File: src/rtl/fpu_pkg.sv
// Shared FPU types and constants for the float <-> integer conversion units.
package fpu_pkg;

  localparam int FP_BIAS  = 127;
  localparam int FP_EXP_W = 8;
  localparam int FP_MAN_W = 23;

  localparam logic [31:0] INT_MAX = 32'h7FFF_FFFF;
  localparam logic [31:0] INT_MIN = 32'h8000_0000;

  // -2^31 is the only E=31 value that fits exactly in a signed 32-bit integer.
  localparam logic [31:0] FP_NEG_2P31 = 32'hCF00_0000;

  typedef struct packed {
    logic                s;
    logic [FP_EXP_W-1:0] e;
    logic [FP_MAN_W-1:0] m;
  } fp32_t;

  typedef struct packed {
    logic [31:0] mag;
    logic        guard;
    logic        sticky;
    logic        sign;
    logic        sat;
    logic        nan;
  } ftoi_s1_t;

endpackage

File: src/rtl/ftoi_decode.sv
// Stage-1 logic of the float -> int converter: classifies the operand and
// aligns the mantissa into an integer magnitude plus guard/sticky bits.
module ftoi_decode
  import fpu_pkg::*;
(
  input  fp32_t    x_i,
  output ftoi_s1_t dec_o
);

  logic signed [8:0] exp_unb;
  logic        [5:0] sh_amt;
  logic       [54:0] shifted;

  assign exp_unb = $signed({1'b0, x_i.e}) - 9'sd127;

  // The 55-bit window places the binary point between bits 24 and 23 after
  // the shift, so bits [54:24] are the integer part and bit 23 is the guard.
  always_comb begin
    dec_o      = '0;
    dec_o.sign = x_i.s;
    sh_amt     = '0;
    shifted    = '0;
    if ((x_i.e == 8'hFF) && (x_i.m != '0)) begin
      dec_o.nan = 1'b1;
    end else if (exp_unb >= 9'sd31) begin
      if (x_i == fp32_t'(FP_NEG_2P31)) begin
        dec_o.mag = INT_MIN;
      end else begin
        dec_o.sat = 1'b1;
      end
    end else if (exp_unb <= -9'sd2) begin
      dec_o.sticky = |{x_i.e, x_i.m};
    end else begin
      sh_amt       = 6'(9'sd30 - exp_unb);
      shifted      = {1'b1, x_i.m, 31'b0} >> sh_amt;
      dec_o.mag    = {1'b0, shifted[54:24]};
      dec_o.guard  = shifted[23];
      dec_o.sticky = |shifted[22:0];
    end
  end

endmodule

File: src/rtl/ftoi_pipe.sv
// Two-stage pipelined binary32 -> signed int32 converter with valid/ready
// handshake on both sides and saturation of out-of-range operands.
module ftoi_pipe
  import fpu_pkg::*;
#(
  parameter int          ROUND_MODE = 0,
  parameter logic [31:0] NAN_RESULT = 32'h7FFF_FFFF
) (
  input  logic        clk,
  input  logic        rst,
  input  logic        in_valid,
  output logic        in_ready,
  input  logic [31:0] x,
  output logic        out_valid,
  input  logic        out_ready,
  output logic [31:0] y,
  output logic        ovf
);

  fp32_t    x_fp;
  ftoi_s1_t dec;
  logic     unused_sticky;

  logic        s1_valid_q, s2_valid_q;
  logic [31:0] s1_mag_q;
  logic        s1_guard_q, s1_sign_q, s1_sat_q, s1_nan_q;
  logic [31:0] y_q, y_d;
  logic        ovf_q, ovf_d;
  logic [31:0] rounded_mag, signed_val;
  logic        adv1, adv2;

  assign x_fp = fp32_t'(x);

  ftoi_decode u_decode (
    .x_i  (x_fp),
    .dec_o(dec)
  );

  // Rounding is ties-away, so only the guard bit matters.
  assign unused_sticky = dec.sticky;

  assign adv2     = ~s2_valid_q | out_ready;
  assign adv1     = ~s1_valid_q | adv2;
  assign in_ready = adv1;

  assign rounded_mag = (ROUND_MODE == 0) ? s1_mag_q + {31'b0, s1_guard_q} : s1_mag_q;
  assign signed_val  = s1_sign_q ? (~rounded_mag + 32'd1) : rounded_mag;

  always_comb begin
    y_d   = signed_val;
    ovf_d = 1'b0;
    if (s1_nan_q) begin
      y_d   = NAN_RESULT;
      ovf_d = 1'b1;
    end else if (s1_sat_q) begin
      y_d   = s1_sign_q ? INT_MIN : INT_MAX;
      ovf_d = 1'b1;
    end
  end

  always_ff @(posedge clk) begin
    if (rst) begin
      s1_valid_q <= 1'b0;
      s2_valid_q <= 1'b0;
      y_q        <= '0;
      ovf_q      <= 1'b0;
    end else begin
      if (adv1) s1_valid_q <= in_valid;
      if (adv2) s2_valid_q <= s1_valid_q;
      if (adv2 && s1_valid_q) begin
        y_q   <= y_d;
        ovf_q <= ovf_d;
      end
    end
  end

  // Stage-1 payload needs no reset: it is only consumed under s1_valid_q.
  always_ff @(posedge clk) begin
    if (adv1 && in_valid) begin
      s1_mag_q   <= dec.mag;
      s1_guard_q <= dec.guard;
      s1_sign_q  <= dec.sign;
      s1_sat_q   <= dec.sat;
      s1_nan_q   <= dec.nan;
    end
  end

  assign out_valid = s2_valid_q;
  assign y         = y_q;
  assign ovf       = ovf_q;

endmodule

File: config.mk
export PLATFORM = sky130hd
export DESIGN_NAME = ftoi_pipe
export DESIGN_NICKNAME = d
export VERILOG_FILES = /design/src/rtl/fpu_pkg.sv /design/src/rtl/ftoi_decode.sv /design/src/rtl/ftoi_pipe.sv
export SDC_FILE = /design/constraint.sdc
export NUM_CORES = 1
export LEC_CHECK = 0
export BUFFER_PORTS_ARGS = -buffer_cell sky130_fd_sc_hd__buf_2
export CAP_MARGIN = 20
export CORE_ASPECT_RATIO = 0.6
export CORE_UTILIZATION = 25
export DETAILED_ROUTE_END_ITERATION = 8
export MAX_ROUTING_LAYER = met4
export PLACE_DENSITY = 0.4
export SYNTH_ARGS = -nofsm -noshare
export SYNTH_HDL_FRONTEND = slang
export SYNTH_SLANG_ARGS = --single-unit
File: constraint.sdc
create_clock -name clk -period 3.9 [get_ports clk]
set_input_delay 0 -clock clk [delete_from_list [all_inputs] [get_ports clk]]
set_output_delay 0 -clock clk [all_outputs]
set_load 0.02 [all_outputs]
After elaboration in Yosys (flattened, before gate mapping)
Index checks and enable logic that the tools add are counted.

storage, ports and cells
  register bits = 71
  output and inout port bits = 35
  word-level logic and storage cells = 41

cells by class
  add/sub/neg operators = 4
  order comparisons = 2
  eq/ne operators = 2
  shift-type cells = 1
  mux-type cells = 11
  bitwise operators = 6
  reductions and logical operators = 6

operators with widths
  operator                                              count
  2-to-1 mux 32 bit                                     7
  >> shifter 55 x 6 -> 55 bit                           1
  adder 32 x 1 -> 32 bit                                1
  adder 32 x 1 -> 32 bit (second input constant)        1
  equality test 32 bit (second input constant)          1
  inverter 32 bit                                       1
  nonzero test 23 bit                                   1
  >= comparator 9 x 6 -> 1 bit (second input constant)  1
  <= comparator 9 x 2 -> 1 bit (second input constant)  1
  subtractor 8 x 7 -> 9 bit (second input constant)     1
  equality test 8 bit (second input constant)           1
  subtractor 6 bit (first input constant)               1
  2-to-1 mux 1 bit                                      4
  logical AND 1 bit                                     3
  inverter 1 bit                                        3
  OR reduction 3 bit                                    1
  bitwise OR 1 bit                                      2
  OR reduction 2 bit                                    1

Depth between registers and ports, before layout
Gate-level depths: netlist of run 1.

  word-level depth = 6
  depth in mapped cells = 13
  depth with buffers taken out = 12

Hierarchy
A second synthesis of run 1 with hierarchy kept.

unflattened totals
  cell total of the unflattened synthesis = 878
  area, all modules = 7224.4 µm²

by module, submodules not included
  module       times used  cells an instance  area an instance (µm²)  seq. area each (µm²)
  ftoi_pipe    1           518                4668.2                  1781.7
  ftoi_decode  1           360                2556.2                  0.0

Least setup slack after synthesis of run 1
OpenSTA, ideal clock, no wires.

  path type = register to register
  start = register s1_mag_q[0]
  end = register y_q[30], in the netlist y[30]
  library setup time = 0.133 ns
  arrival time = 3.094 ns
  data required time = 3.767 ns
  path slack = 0.673 ns
  cell stages (with the launch flop) = 11
  period minus slack after synthesis = 3.227 ns
  cell sequence = edfxtp_1 -> ha_1 -> ha_1 -> buf_4 -> nand3_1 -> or4_4 -> or4_1 -> a21o_1 -> or4_1 -> mux2i_1 -> o211ai_1

between the ends
  word-level cells in the longest chain between the ends = 6

RTL lines
  item                        line             source
  start, declared             ftoi_pipe.sv:25  logic [31:0] s1_mag_q;
  start signal, assigned      ftoi_pipe.sv:80  s1_mag_q <= dec.mag;
  adder 32 x 1 -> 32 bit (*)  ftoi_pipe.sv:46  assign rounded_mag = (ROUND_MODE == 0) ? s1_mag_q + {31'b0, s1_guard_q} : s1_mag_q;
  inverter 32 bit             ftoi_pipe.sv:47  assign signed_val = s1_sign_q ? (~rounded_mag + 32'd1) : rounded_mag;
  adder 32 x 1 -> 32 bit      ftoi_pipe.sv:47
  2-to-1 mux 32 bit (*)       ftoi_pipe.sv:47
  2-to-1 mux 32 bit (*)       ftoi_pipe.sv:55  end else if (s1_sat_q) begin
  2-to-1 mux 32 bit (*)       ftoi_pipe.sv:52  if (s1_nan_q) begin
  end signal, assigned        ftoi_pipe.sv:71  y_q <= y_d;
  end, declared               ftoi_pipe.sv:27  logic [31:0] y_q, y_d;

Mark *: on every way between the ends. The rest lies on a longest branch, timed or not.
A chain may end at the register's enable or synchronous reset.

Final worst setup path of run 1
  start = register s1_guard_q
  end = register y_q[30], in the netlist y[30]

between the ends
  word-level cells in the longest chain between the ends = 6

RTL lines
  item                        line             source
  start, declared             ftoi_pipe.sv:26  logic s1_guard_q, s1_sign_q, s1_sat_q, s1_nan_q;
  start signal, assigned      ftoi_pipe.sv:81  s1_guard_q <= dec.guard;
  adder 32 x 1 -> 32 bit (*)  ftoi_pipe.sv:46
  inverter 32 bit             ftoi_pipe.sv:47
  adder 32 x 1 -> 32 bit      ftoi_pipe.sv:47
  2-to-1 mux 32 bit (*)       ftoi_pipe.sv:47
  2-to-1 mux 32 bit (*)       ftoi_pipe.sv:55
  2-to-1 mux 32 bit (*)       ftoi_pipe.sv:52

Marked as above.

==> flow_summary_export.csv, run 1 <==
group,metric,value,unit
status,outcome,"completed",
cells_and_area,final_cell_mix,"132 x nor2_1, 70 x buf_2, 65 x nor3_1",
floorplanning,dieArea,0.0264,sq mm
cells_and_area,drive_above_1_share,17.2,%
cells_and_area,layoutNonFillerInstCount,1170,
route,dr.pass1.iters,5,
clock_network,cts.sinks,71,
clock_network,cts_buffer_depth,2,
route,drc,0,
synth,synth_seq_cells,71,
route,wl_per_cell,16.8,um
synth,yosysTopAreaCell,"edfxtp_1",
clock_network,post-cts-setup-buffers,0,
synth,synth_cells,794,
route,routed_wl,19700,um
route,vias,6108,
worst_setup_path,crit_fanout,11,
synth,synthArstFlopShare,0,%
synth,syn_area_per_cell,8.09,sq um
sta,tightest_slew,1110,ps
sta,min_period,3650,ps
grt,grt_max_degree,42,
worst_setup_path,ff2ff_setup_slack,250,ps
route,ant_nets,0,
synth,synth_ff_type,"edfxtp_1",
synth,netlist.area_leader.share,16.8,%
clock_network,clk-insertion-delay-late,360,ps
sta,slew-limit-headroom,25.5,%
grt,grt_pass1_vias,5625,
worst_setup_path,cp_slowest_cell,"or4_4",
worst_setup_path,cp.arrival,3860,ps
power,leakage,2.60,nW
synth,ys_seq_area_share,27.7,%
clock_network,clkTransAtPathRegs,60,ps
worst_setup_path,critical_path_class,"reg -> reg",
placement,portBuffers,70,
placement,place_inst,1151,
placement,gp_congestion,0.802,
synth,synthesis.area,0.00642,sq mm
grt,track_usage,15.9,%
clock_network,clockRootBuffer,"clkbuf_16",
cells_and_area,syn2layout_area_growth,15.0,%
power,p_per_area,320,mW/mm^2
synth,synth_nets,837,
sta,final.setup.tns,0,ps
floorplanning,die_y,126,um
worst_setup_path,worstPathRequired,4110,ps
sta,rsz0062_at_grt,"false",
worst_setup_path,cpPeakStageDelay,600,ps
cells_and_area,layout_commonest_cell,"nor2_1",
grt,antenna_found_initial,0,
clock_network,hold_buffers,3,
synth,synth_edf_count,36,
worst_setup_path,end_kind,"register",
worst_setup_path,crit_buf_inv,0,
grt,grt_pass1_wl,31900,um
sta,fmax,274,MHz
cells_and_area,diodes,0,
floorplanning,die_x,209,um
sta,hold_viol,0,
floorplanning,core-area,0.0253,sq mm
clock_network,cts_resized,0,
clock_network,cts_tree,"yes",
cells_and_area,final_net_count,879,
clock_network,htreeDepth,3,
synth,synthDistinctLibCells,65,
route,viasPerCell,5.22,
floorplanning,io_pins,71,
sta,slew_violations,0,
job,maxCapViolCount,0,
grt,grt_overflow,0,
clock_network,cts_buffers,9,
sta,setup_viol,0,
power,peakVddDrop,0.000163,V
worst_setup_path,crit_family,"simple AND/OR/NAND/NOR gates",
sta,fin_crit_sh,93.6,%
synth,synthTopCellsByArea,"edfxtp_1 17%, dfxtp_1 11%, nor2_1 7.7%",
floorplanning,start_util,25.4,%
floorplanning,rows,45,
placement,post-dp-hpwl,15200,um
min_path,hold_class,"in -> reg",
route,drt_iter0_drc,498,
worst_setup_path,start_kind,"register",
synth,ys_warn_count,0,
sta,skew,12.1,ps
worst_setup_path,path_cells,"ha_1, ha_1, nand3_1, or4_4, or4_1, a21o_1, or4_1, mux2i_1, o211ai_1",
==> sequential cells by signal (all words and copies together) (netlist names) <==
| register | count |
|---|---|
| s1_nan_q | 1 |
| y | 32 |
| s1_mag_q | 32 |
| s1_guard_q | 1 |
| s1_valid_q | 1 |
| out_valid | 1 |
| ovf | 1 |
| s1_sign_q | 1 |
| s1_sat_q | 1 |
==> power breakdown <==
part / switching [mW] / internal [mW]
registers: 0.0640 / 0.842
logic: 0.436 / 0.277
clock network: 0.319 / 0.424
==> worst paths after layout <==
path / startpoint / end / cells after the start
worst max register to register: s1_guard_q / y[30] / 9
worst min-delay path: x[30] / s1_nan_q / 3
worst min register to register: y[12] / y[12] / 2
worst max-delay path: s1_guard_q / y[30] / 9
==> cells by family after synthesis <==
logic type,synth area share [%]
simple gates,30.1
xor+xnor,7.64
fa+ha+maj,1.36
mux,12.3
buf+inv,4.71
compound gates,16.1
flops,27.7
==> layer usage <==
layer | share of wire [%] | vias to the layer above | track usage (%)
li1 | - | 3035 | -
met1 | 54 | 2973 | 24.1
met2 | 41 | 90 | 21.5
met3 | 4.0 | 10 | 3.29
met4 | 0.51 | 0 | 2.47
met5 | 0 | - | -
==> cell usage after synthesis, types with 3 or more instances <==
cell type,count
a211oi_1,21
a21o_1,4
a21oi_1,46
a31oi_1,12
and2_1,6
and3_1,16
and4_1,9
buf_1,5
buf_2,8
buf_4,3
clkbuf_1,45
dfxtp_1,35
edfxtp_1,36
ha_1,7
inv_1,7
mux2i_1,33
mux4_2,20
nand2_1,39
nand2b_1,9
nand3_1,24
nand3b_1,4
nand4_1,11
nor2_1,132
nor2b_1,7
nor3_1,65
nor3b_1,7
nor4_1,22
nor4b_1,3
o211ai_1,5
o21a_1,7
o21ai_0,20
o21bai_1,6
o31a_1,4
o31ai_1,6
o41ai_1,3
or2_2,5
or3_1,8
or4_1,5
xnor2_1,40
xor2_1,16
==> worst min-delay path: cells and delay by family <==
family,cells,cell delay [ps]
simple gates,2,90
buf+inv,1,120
==> layout make-up <==
type | count | area (sq um)
Inverter | 8 | 30.0
Timing Repair Buffer | 94 | 538
Tap cell | 329 | 412
Multi-Input combinational cell | 652 | 4370
Sequential cell | 71 | 1780
Fill cell | 2744 | 17900
Clock inverter | 5 | 25.0
Clock buffer | 11 | 233
==> metrics by stage <==
stage | setup slack, ps | cell area (sq um) | utilization, % | hold slack [ps] | total power, mW
2_1_floorplan | 673 | 6420 | - | 98.9 | 1.42
3_3_place_gp | 330 | 7100 | 28.1 | 207 | 1.64
3_5_place_dp | 277 | 7100 | 28.1 | 209 | 1.63
4_1_cts | 264 | 7390 | 29.2 | 14.0 | 2.39
5_1_grt | 41.0 | 7390 | 29.2 | 40.4 | 2.51
6_report | 249 | 7390 | 29.2 | 30.5 | 2.36
No activity file was read; power rests on OpenSTA's default activity.
==> run 2, diff against run 1 <==
--- a/config.mk
+++ b/config.mk
@@ -5,6 +5,7 @@
 export SDC_FILE = /design/constraint.sdc
 export NUM_CORES = 1
 export LEC_CHECK = 0
+export ABC_AREA = 1
 export BUFFER_PORTS_ARGS = -buffer_cell sky130_fd_sc_hd__buf_2
 export CAP_MARGIN = 20
 export CORE_ASPECT_RATIO = 0.6
==> run 2 against run 1 <==
The flow now finishes with violations (DRC). Global-route usage is 1.6 points higher. Utilization up 0.75 points. Sequential power down 3.2%. Combinational power down 5.2%. Clock power rose by 20%. Final cell count is 19% higher. Area after synthesis down 2.3%. Critical endpoint is now y[31]. Count of clock-buffer cells in the layout increased by 1. Sequential share of layout area rose by 0.26 points. Critical path depth up 9. Largest cell class unchanged. Total power up 3.4%.
==> flow_summary_export.csv, run 2 <==
group,metric,value,unit
worst_setup_path,crit_fanout,6,
placement,gp_congestion,0.851,
clock_network,clkTransAtPathRegs,60,ps
route,dr.pass1.iters,7,
synth,netlist.area_leader.share,17.2,%
route,drt_iter0_drc,540,
cells_and_area,final_net_count,1106,
clock_network,htreeDepth,3,
cells_and_area,final_util,30.0,%
route,vias,6631,
worst_setup_path,start_kind,"register",
sta,tightest_slew,1030,ps
grt,grt_pass1_wl,33600,um
clock_network,hold_buffers,4,
worst_setup_path,end_kind,"register",
clock_network,cts_tree,"yes",
placement,place_ws,967,ps
route,routed_wl,21000,um
worst_setup_path,cpPeakStageDelay,350,ps
cells_and_area,layoutNonFillerInstCount,1391,
worst_setup_path,crit_family,"simple AND/OR/NAND/NOR gates",
route,viasPerCell,4.77,
min_path,hp-start,"x[30]",
worst_setup_path,timing.rr.start,"s1_guard_q",
synth,syn_area_per_cell,6.25,sq um
synth,ys_seq_area_share,28.4,%
worst_setup_path,path_cells,"ha_1, ha_1, nand2_2, nor2_4, nand2_4, nor2_1, nand2_1, nand2_1, nand2_1, nor2_1, nand2_1, nor2_1, nand3_2, nand2_1, nand2_1, nand3_1, nand2_1, a21oi_2",
route,ant_nets,0,
sta,slew_violations,0,
worst_setup_path,ff2ff_setup_slack,1110,ps
grt,grt_pass1_vias,6032,
placement,portBuffers,70,
worst_setup_path,cp_slowest_cell,"nor2_1",
grt,track_usage,17.5,%
floorplanning,dieArea,0.0258,sq mm
sta,hold_viol,0,
sta,skew,5.72,ps
cells_and_area,layout_commonest_cell,"nand2_1",
cells_and_area,drive_above_1_share,15.4,%
sta,min_period,2790,ps
min_path,hold_class,"in -> reg",
floorplanning,rows,44,
synth,synthArstFlopShare,0,%
clock_network,clk-insertion-delay-late,350,ps
worst_setup_path,crit_buf_inv,0,
clock_network,clockRootBuffer,"clkbuf_16",
clock_network,cts.sinks,71,
worst_setup_path,critical_path_class,"reg -> reg",
synth,synth_common_cells,"278 x nand2_1, 118 x nor2_1, 99 x nand3_1, 90 x inv_1, 75 x o21ai_0",
floorplanning,die_y,125,um
sta,slew-limit-headroom,30.4,%
sta,final.setup.tns,0,ps
synth,synth_cells,1005,
sta,rsz0062_at_grt,"false",
job,maxCapViolCount,0,
synth,synthesis.area,0.00628,sq mm
synth,synth.most_common_cell,"nand2_1",
sta,whs,71.1,ps
min_path,whs_path_depth,3,
route,wl_per_cell,15.1,um
worst_setup_path,cp.arrival,3080,ps
status,violations,"DRC",
min_path,min_to,"s1_nan_q",
cells_and_area,syn2layout_area_growth,16.5,%
floorplanning,core-area,0.0244,sq mm
status,outcome,"finished with violations",
clock_network,post-cts-setup-buffers,0,
sta,timing.final.ws_setup,1110,ps
clock_network,cts_resized,0,
synth,synthTopCellsByArea,"edfxtp_1 17%, nand2_1 17%, dfxtp_1 11%",
worst_setup_path,worstPathRequired,4190,ps
synth,synthDistinctLibCells,43,
worst_setup_path,path_common_cell,"nand2_1",
floorplanning,start_util,25.7,%
clock_network,cts_buffer_depth,2,
floorplanning,io_pins,71,
placement,place_inst,1370,
synth,synth_edf_count,36,
synth,ys_warn_count,0,
synth,synth_nets,1048,
placement,post-dp-hpwl,17000,um
sta,fmax,359,MHz
sta,setup_viol,0,
grt,grt_max_degree,41,
grt,grt_overflow,0,
synth,synth_seq_cells,71,
power,leakage,3.24,nW
worst_setup_path,reg2regPathDepth,18,
power,p_per_area,334,mW/mm^2
route,drc,2,
grt,antenna_found_initial,0,
cells_and_area,final_cell_mix,"278 x nand2_1, 118 x nor2_1, 99 x nand3_1",
sta,fin_crit_sh,71.4,%
floorplanning,die_x,207,um
synth,synth_ff_type,"edfxtp_1",
clock_network,cts_buffers,9,
power,peakVddDrop,0.000171,V
synth,yosysTopAreaCell,"edfxtp_1",
worst_setup_path,timing.rr.end,"y[31]",
-- run 2: stage by stage --
stage / area [sq um] / power, mW
after floorplan: 6280 / 1.36
after global placement: 6950 / 1.57
after detailed placement: 6950 / 1.56
after CTS: 7310 / 2.47
after global routing: 7310 / 2.61
final: 7310 / 2.44
-- run 2: layer usage --
metal,part of all wire (%),wire length (um),vias to the layer above,track usage (%)
met4,0.64,134,0,2.47
met1,58,12100,3044,28.1
li1,-,-,3428,-
met2,35,7450,146,20.8
met3,6.2,1300,13,4.95
met5,0,0,-,-
-- run 2: tightest hold or removal path, stage by stage --
cell	delay [ps]
buf_2	120
nand3_1	100
inv_1	90
-- run 2: kinds of logic after synthesis --
logic type      after synthesis  synth area share, %
buf+inv                     140                 8.95
flops                        71                 28.4
mux                           6                0.957
simple gates                600                 44.0
compound gates              172                 14.9
xor+xnor                      9                 1.38
fa+ha+maj                     7                 1.40
-- run 2: report_power, final --
part	switching [mW]	internal, mW	leakage (nW)
clock	0.316	0.572	0.157
sequential	0.0378	0.839	0.652
combinational	0.465	0.211	2.43
-- run 2: layout make-up --
cell class,count,area [sq um]
Sequential cell,71,1780
Multi-Input combinational cell,794,3950
Antenna cell,1,2.50
Timing Repair Buffer,87,488
Fill cell,2735,17100
Clock buffer,12,244
Inverter,100,375
Tap cell,322,403
Clock inverter,4,70.1
-- run 2: worst max-delay path by stage --
stage	start	to	slack, ps	cells past startpoint
after floorplan	x[23]	s1_mag_q[12]	1610	13
after global placement	x[24]	s1_mag_q[30]	900	11
after detailed placement	x[24]	s1_mag_q[30]	970	11
after CTS	s1_guard_q	y[30]	1120	14
after global routing	s1_guard_q	y[30]	810	14
final	s1_guard_q	y[31]	1110	18
